===== src/rtl/mux_display_rx_pkg.sv =====
// mux_display_rx_pkg
// Constants shared between the display-bus receiver and the BCD-to-seven-
// segment encoder on the driving side: the segment pattern of each decimal
// digit, the active-low COM encoding of every scan slot, and the code that
// marks an undecodable digit. Also holds the receiver slot-FSM state type.
package mux_display_rx_pkg;

    // Segment lines are ordered {a,b,c,d,e,f,g}, active-high.
    localparam logic [6:0] SEG_0 = 7'h7E;
    localparam logic [6:0] SEG_1 = 7'h30;
    localparam logic [6:0] SEG_2 = 7'h6D;
    localparam logic [6:0] SEG_3 = 7'h79;
    localparam logic [6:0] SEG_4 = 7'h33;
    localparam logic [6:0] SEG_5 = 7'h5B;
    localparam logic [6:0] SEG_6 = 7'h5F;
    localparam logic [6:0] SEG_7 = 7'h70;
    localparam logic [6:0] SEG_8 = 7'h7F;
    localparam logic [6:0] SEG_9 = 7'h7B;

    // Digit commons, active-low one-hot; all-high is the blank slot.
    localparam logic [2:0] COM_A     = 3'b011;
    localparam logic [2:0] COM_B     = 3'b101;
    localparam logic [2:0] COM_C     = 3'b110;
    localparam logic [2:0] COM_BLANK = 3'b111;

    localparam logic [3:0] BCD_INVALID = 4'hF;

    typedef enum logic [1:0] {
        ST_IDLE   = 2'd0,
        ST_SETTLE = 2'd1,
        ST_ACCEPT = 2'd2
    } slot_state_t;

    // Forward mapping used by the encoder; values above 9 blank the digit.
    function automatic logic [6:0] bcd_to_seg(input logic [3:0] bcd);
        logic [6:0] seg;
        case (bcd)
            4'd0:    seg = SEG_0;
            4'd1:    seg = SEG_1;
            4'd2:    seg = SEG_2;
            4'd3:    seg = SEG_3;
            4'd4:    seg = SEG_4;
            4'd5:    seg = SEG_5;
            4'd6:    seg = SEG_6;
            4'd7:    seg = SEG_7;
            4'd8:    seg = SEG_8;
            4'd9:    seg = SEG_9;
            default: seg = 7'h00;
        endcase
        return seg;
    endfunction

endpackage


===== src/rtl/mux_display_rx_if.sv =====
// mux_display_rx_if
// Display bus as seen by the receiver.
//   seg[6:0]          segment lines {a..g}, driven by the scanner
//   com[2:0]          active-low digit commons, driven by the scanner
//   dig_a/b/c[3:0]    last published BCD digits, driven by the receiver
//   frame_valid       one-cycle publish strobe
//   err               frame error, meaningful while frame_valid is high
//   lost              no frame published for the timeout window
// master: scanner / bench side; slave: receiver side.
interface mux_display_rx_if;

    logic [6:0] seg;
    logic [2:0] com;
    logic [3:0] dig_a;
    logic [3:0] dig_b;
    logic [3:0] dig_c;
    logic       frame_valid;
    logic       err;
    logic       lost;

    modport master (
        output seg,
        output com,
        input  dig_a,
        input  dig_b,
        input  dig_c,
        input  frame_valid,
        input  err,
        input  lost
    );

    modport slave (
        input  seg,
        input  com,
        output dig_a,
        output dig_b,
        output dig_c,
        output frame_valid,
        output err,
        output lost
    );

endinterface


===== src/rtl/seg7_bcd_decode.sv =====
// seg7_bcd_decode
// Combinational seven-segment pattern to BCD decoder.
//   seg[6:0]  segment pattern {a..g}
//   valid     pattern is one of the ten decimal digits
//   bcd[3:0]  decoded digit, or the invalid code when valid is low
module seg7_bcd_decode
    import mux_display_rx_pkg::*;
(
    input  logic [6:0] seg,
    output logic       valid,
    output logic [3:0] bcd
);

    always_comb begin
        valid = 1'b1;
        bcd   = BCD_INVALID;
        case (seg)
            SEG_0:   bcd = 4'd0;
            SEG_1:   bcd = 4'd1;
            SEG_2:   bcd = 4'd2;
            SEG_3:   bcd = 4'd3;
            SEG_4:   bcd = 4'd4;
            SEG_5:   bcd = 4'd5;
            SEG_6:   bcd = 4'd6;
            SEG_7:   bcd = 4'd7;
            SEG_8:   bcd = 4'd8;
            SEG_9:   bcd = 4'd9;
            default: valid = 1'b0;
        endcase
    end

endmodule


===== src/rtl/mux_display_rx.sv =====
// mux_display_rx
// Receiver for the three-digit multiplexed seven-segment display bus.
// Synchronizes SEG/COM, debounces each scan slot, decodes accepted digit
// slots into per-digit shadow registers and publishes an A/B/C frame when a
// blank slot is accepted after all three digits were captured.
//   clk   system clock
//   rst   asynchronous active-high reset
//   bus   slave side of mux_display_rx_if (seg/com in, digits/strobes out)
// Parameters:
//   STABLE_CYC  stability count needed before a slot is accepted (2..15)
//   TIMEOUT     cycles without a published frame before lost asserts
module mux_display_rx
    import mux_display_rx_pkg::*;
#(
    parameter int STABLE_CYC = 4,
    parameter int TIMEOUT    = 65535
) (
    input logic             clk,
    input logic             rst,
    mux_display_rx_if.slave bus
);

    localparam logic [3:0]  ACCEPT_CNT  = 4'(STABLE_CYC - 1);
    localparam logic [15:0] TIMEOUT_CNT = 16'(TIMEOUT);

    logic [2:0]  com_meta;
    logic [2:0]  com_sync;
    logic [6:0]  seg_meta;
    logic [6:0]  seg_sync;
    logic [9:0]  sample_prev;
    logic        change;
    logic [3:0]  stable_cnt;

    slot_state_t state;
    slot_state_t state_next;
    logic        accept;
    logic        publish;

    logic        dec_valid;
    logic [3:0]  dec_bcd;
    logic [3:0]  shadow_a;
    logic [3:0]  shadow_b;
    logic [3:0]  shadow_c;
    logic [2:0]  mask;
    logic        err_sticky;

    logic [15:0] idle_cnt;
    logic [15:0] idle_cnt_next;

    // Two-flop synchronizers; nothing downstream sees the raw pins.
    always_ff @(posedge clk or posedge rst) begin
        if (rst) begin
            com_meta <= '0;
            com_sync <= '0;
            seg_meta <= '0;
            seg_sync <= '0;
        end else begin
            com_meta <= bus.com;
            com_sync <= com_meta;
            seg_meta <= bus.seg;
            seg_sync <= seg_meta;
        end
    end

    assign change = ({com_sync, seg_sync} != sample_prev);

    // Stability counter: restarts on any change of the synchronized slot
    // and saturates so a long visit never wraps back into the accept value.
    always_ff @(posedge clk or posedge rst) begin
        if (rst) begin
            sample_prev <= '0;
            stable_cnt  <= '0;
        end else begin
            sample_prev <= {com_sync, seg_sync};
            if (change) begin
                stable_cnt <= '0;
            end else if (stable_cnt != 4'hF) begin
                stable_cnt <= stable_cnt + 4'd1;
            end
        end
    end

    always_ff @(posedge clk or posedge rst) begin
        if (rst) begin
            state <= ST_IDLE;
        end else begin
            state <= state_next;
        end
    end

    always_comb begin
        state_next = state;
        case (state)
            ST_IDLE:   if (change) state_next = ST_SETTLE;
            ST_SETTLE: if (accept) state_next = ST_ACCEPT;
            ST_ACCEPT: if (change) state_next = ST_SETTLE;
            default:   state_next = ST_IDLE;
        endcase
    end

    // Only SETTLE can accept, so a slot is taken once per uninterrupted visit.
    always_comb begin
        accept  = (state == ST_SETTLE) && !change && (stable_cnt == ACCEPT_CNT);
        publish = accept && (com_sync == COM_BLANK) && (mask == 3'b111);
    end

    seg7_bcd_decode u_decode (
        .seg   (seg_sync),
        .valid (dec_valid),
        .bcd   (dec_bcd)
    );

    // Shadow capture. The decoder already yields the invalid code for
    // unknown patterns, so the shadow is written unconditionally and the
    // digit still counts as captured; only the sticky error records it.
    always_ff @(posedge clk or posedge rst) begin
        if (rst) begin
            shadow_a   <= '0;
            shadow_b   <= '0;
            shadow_c   <= '0;
            mask       <= '0;
            err_sticky <= 1'b0;
        end else if (accept) begin
            case (com_sync)
                COM_A: begin
                    shadow_a <= dec_bcd;
                    mask[0]  <= 1'b1;
                    if (!dec_valid) err_sticky <= 1'b1;
                end
                COM_B: begin
                    shadow_b <= dec_bcd;
                    mask[1]  <= 1'b1;
                    if (!dec_valid) err_sticky <= 1'b1;
                end
                COM_C: begin
                    shadow_c <= dec_bcd;
                    mask[2]  <= 1'b1;
                    if (!dec_valid) err_sticky <= 1'b1;
                end
                COM_BLANK: begin
                    mask       <= '0;
                    err_sticky <= 1'b0;
                end
                default: err_sticky <= 1'b1;
            endcase
        end
    end

    // Published outputs; digits and err hold between frames.
    always_ff @(posedge clk or posedge rst) begin
        if (rst) begin
            bus.dig_a       <= '0;
            bus.dig_b       <= '0;
            bus.dig_c       <= '0;
            bus.frame_valid <= 1'b0;
            bus.err         <= 1'b0;
        end else begin
            bus.frame_valid <= publish;
            if (publish) begin
                bus.dig_a <= shadow_a;
                bus.dig_b <= shadow_b;
                bus.dig_c <= shadow_c;
                bus.err   <= err_sticky;
            end
        end
    end

    // Timeout counter is cleared by the same edge that raises frame_valid,
    // which lets lost drop in the publish cycle itself.
    always_comb begin
        if (publish) begin
            idle_cnt_next = '0;
        end else if (idle_cnt == TIMEOUT_CNT) begin
            idle_cnt_next = idle_cnt;
        end else begin
            idle_cnt_next = idle_cnt + 16'd1;
        end
    end

    always_ff @(posedge clk or posedge rst) begin
        if (rst) begin
            idle_cnt <= '0;
            bus.lost <= 1'b0;
        end else begin
            idle_cnt <= idle_cnt_next;
            bus.lost <= (idle_cnt_next == TIMEOUT_CNT);
        end
    end

endmodule


===== src/flat_wrapper.sv =====
// flat-port wrapper written by rule: the top's interface ports become plain ports
module mux_display_rx_flat import mux_display_rx_pkg::*;
#(
    parameter int STABLE_CYC = 4,
    parameter int TIMEOUT    = 65535
)
  (clk, rst, bus_seg, bus_com, bus_dig_a, bus_dig_b, bus_dig_c, bus_frame_valid, bus_err, bus_lost);
  mux_display_rx_if bus_i ();
  input logic clk;
  input logic rst;
  input wire logic [$bits(bus_i.seg)-1:0] bus_seg;
  input wire logic [$bits(bus_i.com)-1:0] bus_com;
  output wire logic [$bits(bus_i.dig_a)-1:0] bus_dig_a;
  output wire logic [$bits(bus_i.dig_b)-1:0] bus_dig_b;
  output wire logic [$bits(bus_i.dig_c)-1:0] bus_dig_c;
  output wire logic [$bits(bus_i.frame_valid)-1:0] bus_frame_valid;
  output wire logic [$bits(bus_i.err)-1:0] bus_err;
  output wire logic [$bits(bus_i.lost)-1:0] bus_lost;
  assign bus_i.seg = bus_seg;
  assign bus_i.com = bus_com;
  assign bus_dig_a = bus_i.dig_a;
  assign bus_dig_b = bus_i.dig_b;
  assign bus_dig_c = bus_i.dig_c;
  assign bus_frame_valid = bus_i.frame_valid;
  assign bus_err = bus_i.err;
  assign bus_lost = bus_i.lost;
  mux_display_rx #(.STABLE_CYC(STABLE_CYC), .TIMEOUT(TIMEOUT)) u_core (.clk(clk), .rst(rst), .bus(bus_i));
endmodule

===== config.mk =====
export PLATFORM = sky130hd
export DESIGN_NAME = mux_display_rx_flat
export DESIGN_NICKNAME = d
export VERILOG_FILES = /design/src/rtl/mux_display_rx_pkg.sv /design/src/rtl/mux_display_rx_if.sv /design/src/rtl/seg7_bcd_decode.sv /design/src/rtl/mux_display_rx.sv /design/src/flat_wrapper.sv
export SDC_FILE = /design/constraint.sdc
export NUM_CORES = 1
export LEC_CHECK = 0
export ABC_AREA = 1
export CORE_UTILIZATION = 25
export CTS_CLUSTER_DIAMETER = 80
export CTS_CLUSTER_SIZE = 28
export DETAILED_ROUTE_END_ITERATION = 10
export PLACE_DENSITY = 0.47
export SKIP_CTS_REPAIR_TIMING = 1
export SYNTH_ARGS = -nofsm -noshare
export SYNTH_HDL_FRONTEND = slang
export SYNTH_SLANG_ARGS = --single-unit

===== constraint.sdc =====
create_clock -name clk -period 3.15 [get_ports clk]
set_input_delay 0.7875 -clock clk [delete_from_list [all_inputs] [get_ports clk]]
set_output_delay 0.7875 -clock clk [all_outputs]
set_load 0.05 [all_outputs]

# Word-level counts from Yosys, hierarchy flattened
# Index checks and enable logic that the tools add are counted.
# word_totals
ff_bits	83
out_inout_bits	15
# classes
mux	14
n_reduce_logical	21
addsub	2
eq_ne	25
# op_table
op	n
$eq A7 B7 Y1 const B	8
$pmux W4 S10	1
$eq A16 B16 Y1 const B	2
$mux W16	2
$add A16 B1 Y16 const B	1
$reduce_and A2 Y1	8
$eq A7 B6 Y1 const B	2
$eq A3 B3 Y1 const B	4
$ne A10 B10 Y1	1
$reduce_or A10 Y1	1
$mux W4	2
$pmux W1 S2	4
$reduce_bool A2 Y1	4
$add A4 B1 Y4 const B	1
$eq A4 B2 Y1 const B	1
$logic_and A1 B1 Y1	4
$mux W2	2
$ne A2 B1 Y1 const B	2
$ne A4 B4 Y1 const B	1
$pmux W2 S2	1
$eq A3 B2 Y1 const B	1
$reduce_or A3 Y1	1
$eq A2 B1 Y1 const B	1
$eq A2 B2 Y1 const B	1
5 further kinds	6

# Logic depth before layout (Yosys ltp)
# logic_depth
depth_word	8
mapped_depth	12
depth_no_buf	12

# Hierarchy
# Synthesis repeated with hierarchy kept, for this count alone.
# unflattened
cells_unflattened	457
area_unflattened_um2	3789.9
# by_module_without_submodules
mod	area_each_um2	seq_area_each_um2	cells_each	instances
mux_display_rx	3537.1	2077.0	406	1
seg7_bcd_decode	252.7	0.0	51	1

# Least setup slack after synthesis
# Ideal clock, no wire load.
# synth_timing
path_type	reg2reg
start	register u_core.idle_cnt[0]
end	register u_core.bus.lost
setup_slack_ns	1.525
synth_period_minus_slack_ns	1.625
t_arrival_ns	1.554
t_required_ns	3.079
setup_time_ns	0.071
path_buffers	1
stages_incl_launch_ff	13
path_cell_list	dfrtp_1 -> ha_1 -> nand2_2 -> nor2_4 -> nand2_4 -> nor2_4 -> buf_6 -> nor2_2 -> nor2_2 -> nand2_1 -> nor2_1 -> nand3_1 -> nor2_1
# synth_via
elab_chain_cells	4
elab_cells_between_ends	5
# synth_rtl
element	line	rtl
start, declared	mux_display_rx.sv:47	logic [15:0] idle_cnt;
start signal, assigned	mux_display_rx.sv:185	idle_cnt <= idle_cnt_next;
$add A16 B1 Y16 / $eq A16 B16 Y1 (equally long branches)	mux_display_rx.sv:176, mux_display_rx.sv:173	
$mux W16 (*)	mux_display_rx.sv:173	end else if (idle_cnt == TIMEOUT_CNT) begin
$mux W16 (*)	mux_display_rx.sv:171	if (publish) begin
$eq A16 B16 Y1 (*)	mux_display_rx.sv:186	bus.lost <= (idle_cnt_next == TIMEOUT_CNT);
end signal, assigned	mux_display_rx.sv:186	
end, declared	mux_display_rx_if.sv:40	output lost
# Mark *: on every way between the ends. The rest lies on a longest branch, timed or not.
# A chain may end at the register's enable or synchronous reset.

# Worst setup path in the final report
# layout_timing
start	register u_core.bus.dig_c[1]
end	output bus_dig_c[1]
# layout_lines
element	line	rtl
start, declared	mux_display_rx_if.sv:37	output dig_c,
start signal, assigned	mux_display_rx.sv:162	bus.dig_c <= shadow_c;
end, declared	flat_wrapper.sv:15	output wire logic [$bits(bus_i.dig_c)-1:0] bus_dig_c;
# No word-level cell between the ends.

==> flow_metrics.env <==
export IMPL_timing_hold_ws_ps=348.9
export IMPL_vias_per_cell=4.365
export IMPL_ys_seq_area_share_pct=55.17
export IMPL_grt_first_pass_wirelength_um=13580
export IMPL_antenna_found_initial=0
export IMPL_cpLargestDelayFamily="buffers and inverters"
export IMPL_ys_seq_elements=83
export IMPL_drive_gt1_share_pct=7.460
export IMPL_cts_buffers=9
export IMPL_synth_simple_gate_area_share_pct=30.01
export IMPL_whs_endpoint="u_core.seg_sync[5]"
export IMPL_track_usage_pct=10.88
export IMPL_power_density_nw_per_um2=484.5
export IMPL_internal_power_uw=1668
export IMPL_cts_tree="done"
export IMPL_rsz0062_at_grt="no"
export IMPL_synth_warnings=0
export IMPL_crit_fanout=2
export IMPL_multi_input_area_um2=1386
export IMPL_min_period_ps=2310
export IMPL_drc=0
export IMPL_r2r_start="u_core.idle_cnt[1]"
export IMPL_fin_skew_ps=10.73
export IMPL_clk_latency_ps=340
export IMPL_final_cells=680
export IMPL_drt_total_wl_um=7846
export IMPL_synth_cells=457
export IMPL_synth_cell_types=31
export IMPL_cts_root_buffer="clkbuf_16"
export IMPL_start_util_pct=25.81
export IMPL_cp_end_kind="primary output"
export IMPL_worstPathArrival_ps=1520
export IMPL_first_iter_violations=168
export IMPL_min_path_cells=0
export IMPL_gp_congestion=0.8653
export IMPL_switching_share_pct=24.25
export IMPL_cp_num_cells=1
export IMPL_ioPinCount=27
export IMPL_grt_pass1_vias=2879
export IMPL_synth_compound_area_share_pct=4.287
export IMPL_power_frac_clock_pct=46.7
export IMPL_synthAdderAreaFrac_pct=0.6647
export IMPL_vias=2968
export IMPL_status="completed"
export IMPL_p_switching_uw=534.1
export IMPL_worstSetupStartpointType="flop"
export IMPL_seqCellArea_um2=2077
export IMPL_rows=44
export IMPL_fmax_mhz=432.9
export IMPL_p_leak_uw=0.002279
export IMPL_wl_per_cell_um=11.54
export IMPL_synthMuxAreaShare_pct=0
export IMPL_diodes=0
export IMPL_nets=505
export IMPL_ctsHtreeMaxLevel=3
export IMPL_path_cells="clkdlybuf4s50_1"
export IMPL_hpwl_um=5634
export IMPL_die_height_um=124.7
export IMPL_hold_start="u_core.seg_meta[5]"
export IMPL_min_period_over_period_pct=73.33
export IMPL_first_pass_iters=6
export IMPL_antenna_left=0
export IMPL_dieArea_um2=15550
export IMPL_fin_setup_tns_ps=0
export IMPL_num_fill_cells=1516
export IMPL_syn_to_final_growth_pct=20.74
export IMPL_crit_path_max_incr_delay_ps=810
export IMPL_grt_remaining_overflow=0
export IMPL_dp_cells=664
export IMPL_combPwrFrac_pct=3.3
export IMPL_syn_avg_cell_area_um2=8.238
export IMPL_drv_slew=0
export IMPL_worst_path_max_delay_cell="clkdlybuf4s50_1"
export IMPL_synth_xor_area_share_pct=1.861
export IMPL_seqPwrFrac_pct=49.9
export IMPL_min_path_type="flop to flop"
export IMPL_reg2reg_to="u_core.bus.lost"
export IMPL_peakVddDrop_mv=0.2468
export IMPL_timing_critical_path_buf_inv=1
export IMPL_core_area_um2=14590
export IMPL_finalHoldViolations=0
export IMPL_r2r_setup_slack_ps=1090
export IMPL_clock_path_buffers=2
export IMPL_netlist_area_um2=3765
export IMPL_finalSetupViolCount=0
export IMPL_cp_required_ps=2360
export IMPL_maxCapViolations=0
export IMPL_slew_headroom_pct=55.51
export IMPL_critPathKind="flop to primary output"
export IMPL_ff2ff_path_depth=11
export IMPL_port_buffers=26
export IMPL_grt_max_degree=39
export IMPL_syn_num_nets=471
export IMPL_post_dp_cell_area_um2=4249
export IMPL_fin_util_pct=31.16
export IMPL_clk_pin_slew_ps=70
export IMPL_synth_top_family_by_area="simple AND/OR/NAND/NOR gates"
export IMPL_worst_pin_slew_ps=662.3
export IMPL_fin_area_um2=4546
export IMPL_cts_sinks=83
export IMPL_die_w_um=124.7
==> routing by layer <==
| metal | track usage [%] | share of wire, % |
|---|---|---|
| met5 | 0 | 0 |
| met1 | 13.67 | 46 |
| met4 | 4.040 | 1.8 |
| met3 | 3.351 | 4.8 |
| met2 | 17.45 | 47 |
==> flip-flops by register name, indices dropped and copies added, names as in the netlist, 3 cells and up <==
name / cells
u_core.com_meta: 3
u_core.bus.dig_a: 4
u_core.seg_meta: 7
u_core.bus.dig_b: 4
u_core.stable_cnt: 4
u_core.bus.dig_c: 4
u_core.sample_prev: 10
u_core.idle_cnt: 16
u_core.mask: 3
u_core.shadow_a: 4
u_core.shadow_c: 4
u_core.shadow_b: 4
u_core.seg_sync: 7
u_core.com_sync: 3
==> cell families after synthesis <==
kind of cell,Yosys count
adder cells (fa/ha/maj),2
AND/OR/NAND/NOR,258
XOR/XNOR,8
flip-flops,83
AO/OA/AOI/OAI,31
buffers and inverters,75
==> synthesized netlist by cell type <==
library cell,n,area [um^2]
clkbuf_2,1,5.000
nor3_1,5,25.02
buf_4,1,7.510
o22ai_1,1,6.260
nor2_2,3,18.77
clkbuf_1,2,7.510
o21ai_1,6,30.03
nand2_4,1,11.26
nand3_2,1,10.01
xnor2_1,1,8.760
a21o_1,1,7.510
or2_2,1,6.260
inv_2,1,3.750
nor2_4,4,45.04
o21ai_0,17,85.08
nand3_1,37,185.2
ha_1,2,25.02
nand2_1,142,533.0
o21a_1,1,7.510
buf_6,2,22.52
and3_1,1,6.260
or3b_2,1,8.760
xor2_1,7,61.31
inv_1,67,251.5
clkinv_1,1,3.750
nand4_4,1,21.27
nor2_1,49,183.9
nand2_2,4,25.02
nand4_1,8,50.05
a21oi_1,5,25.02
dfrtp_1,83,2077
==> cell type report <==
type	count	area share [%]
repair buffers	29	6.496
inverters	69	5.725
flip-flops and latches	83	45.69
multi-input cells	299	30.50
clock buffers	9	4.955
well taps	184	5.065
clock inverters	7	1.569
==> power by group through the flow <==
stage                     clock network, uW  logic (uW)  registers, uW
after detailed placement                  0        75.9           1120
after global placement                    0        73.8           1120
final                                  1030        72.8           1100
after floorplan                           0        44.6           1120
after global routing                   1110        85.2           1100
after CTS                              1070        75.8           1100
==> metrics by stage <==
step | total power [uW] | worst slack (ps)
floorplan | 1161 | 225.7
global placement | 1194 | 1172
detailed placement | 1197 | 1124
CTS | 2246 | 801.3
global route | 2300 | 782.5
finish | 2202 | 840.2
==> worst max path at each step <==
| stage | from | end |
|---|---|---|
| floorplan | rst | u_core.bus.dig_a[0] |
| global route | u_core.bus.err | bus_err |
| CTS | u_core.bus.err | bus_err |
| global placement | u_core.seg_sync[3] | u_core.idle_cnt[7] |
| detailed placement | u_core.idle_cnt[1] | u_core.bus.lost |
| finish | u_core.bus.dig_c[1] | bus_dig_c[1] |
==> layout by cell type (no fill, tap or decap), drive strengths merged, types with 2 or more instances in the layout <==
cell / instances
a21oi: 5
buf: 3
clkbuf: 9
clkdlybuf4s50: 26
clkinv: 4
clkinvlp: 2
dfrtp: 83
ha: 2
inv: 70
nand2: 147
nand3: 38
nand4: 9
nor2: 56
nor3: 5
o21ai: 23
xor2: 7
No activity file was read; power rests on OpenSTA's default activity.
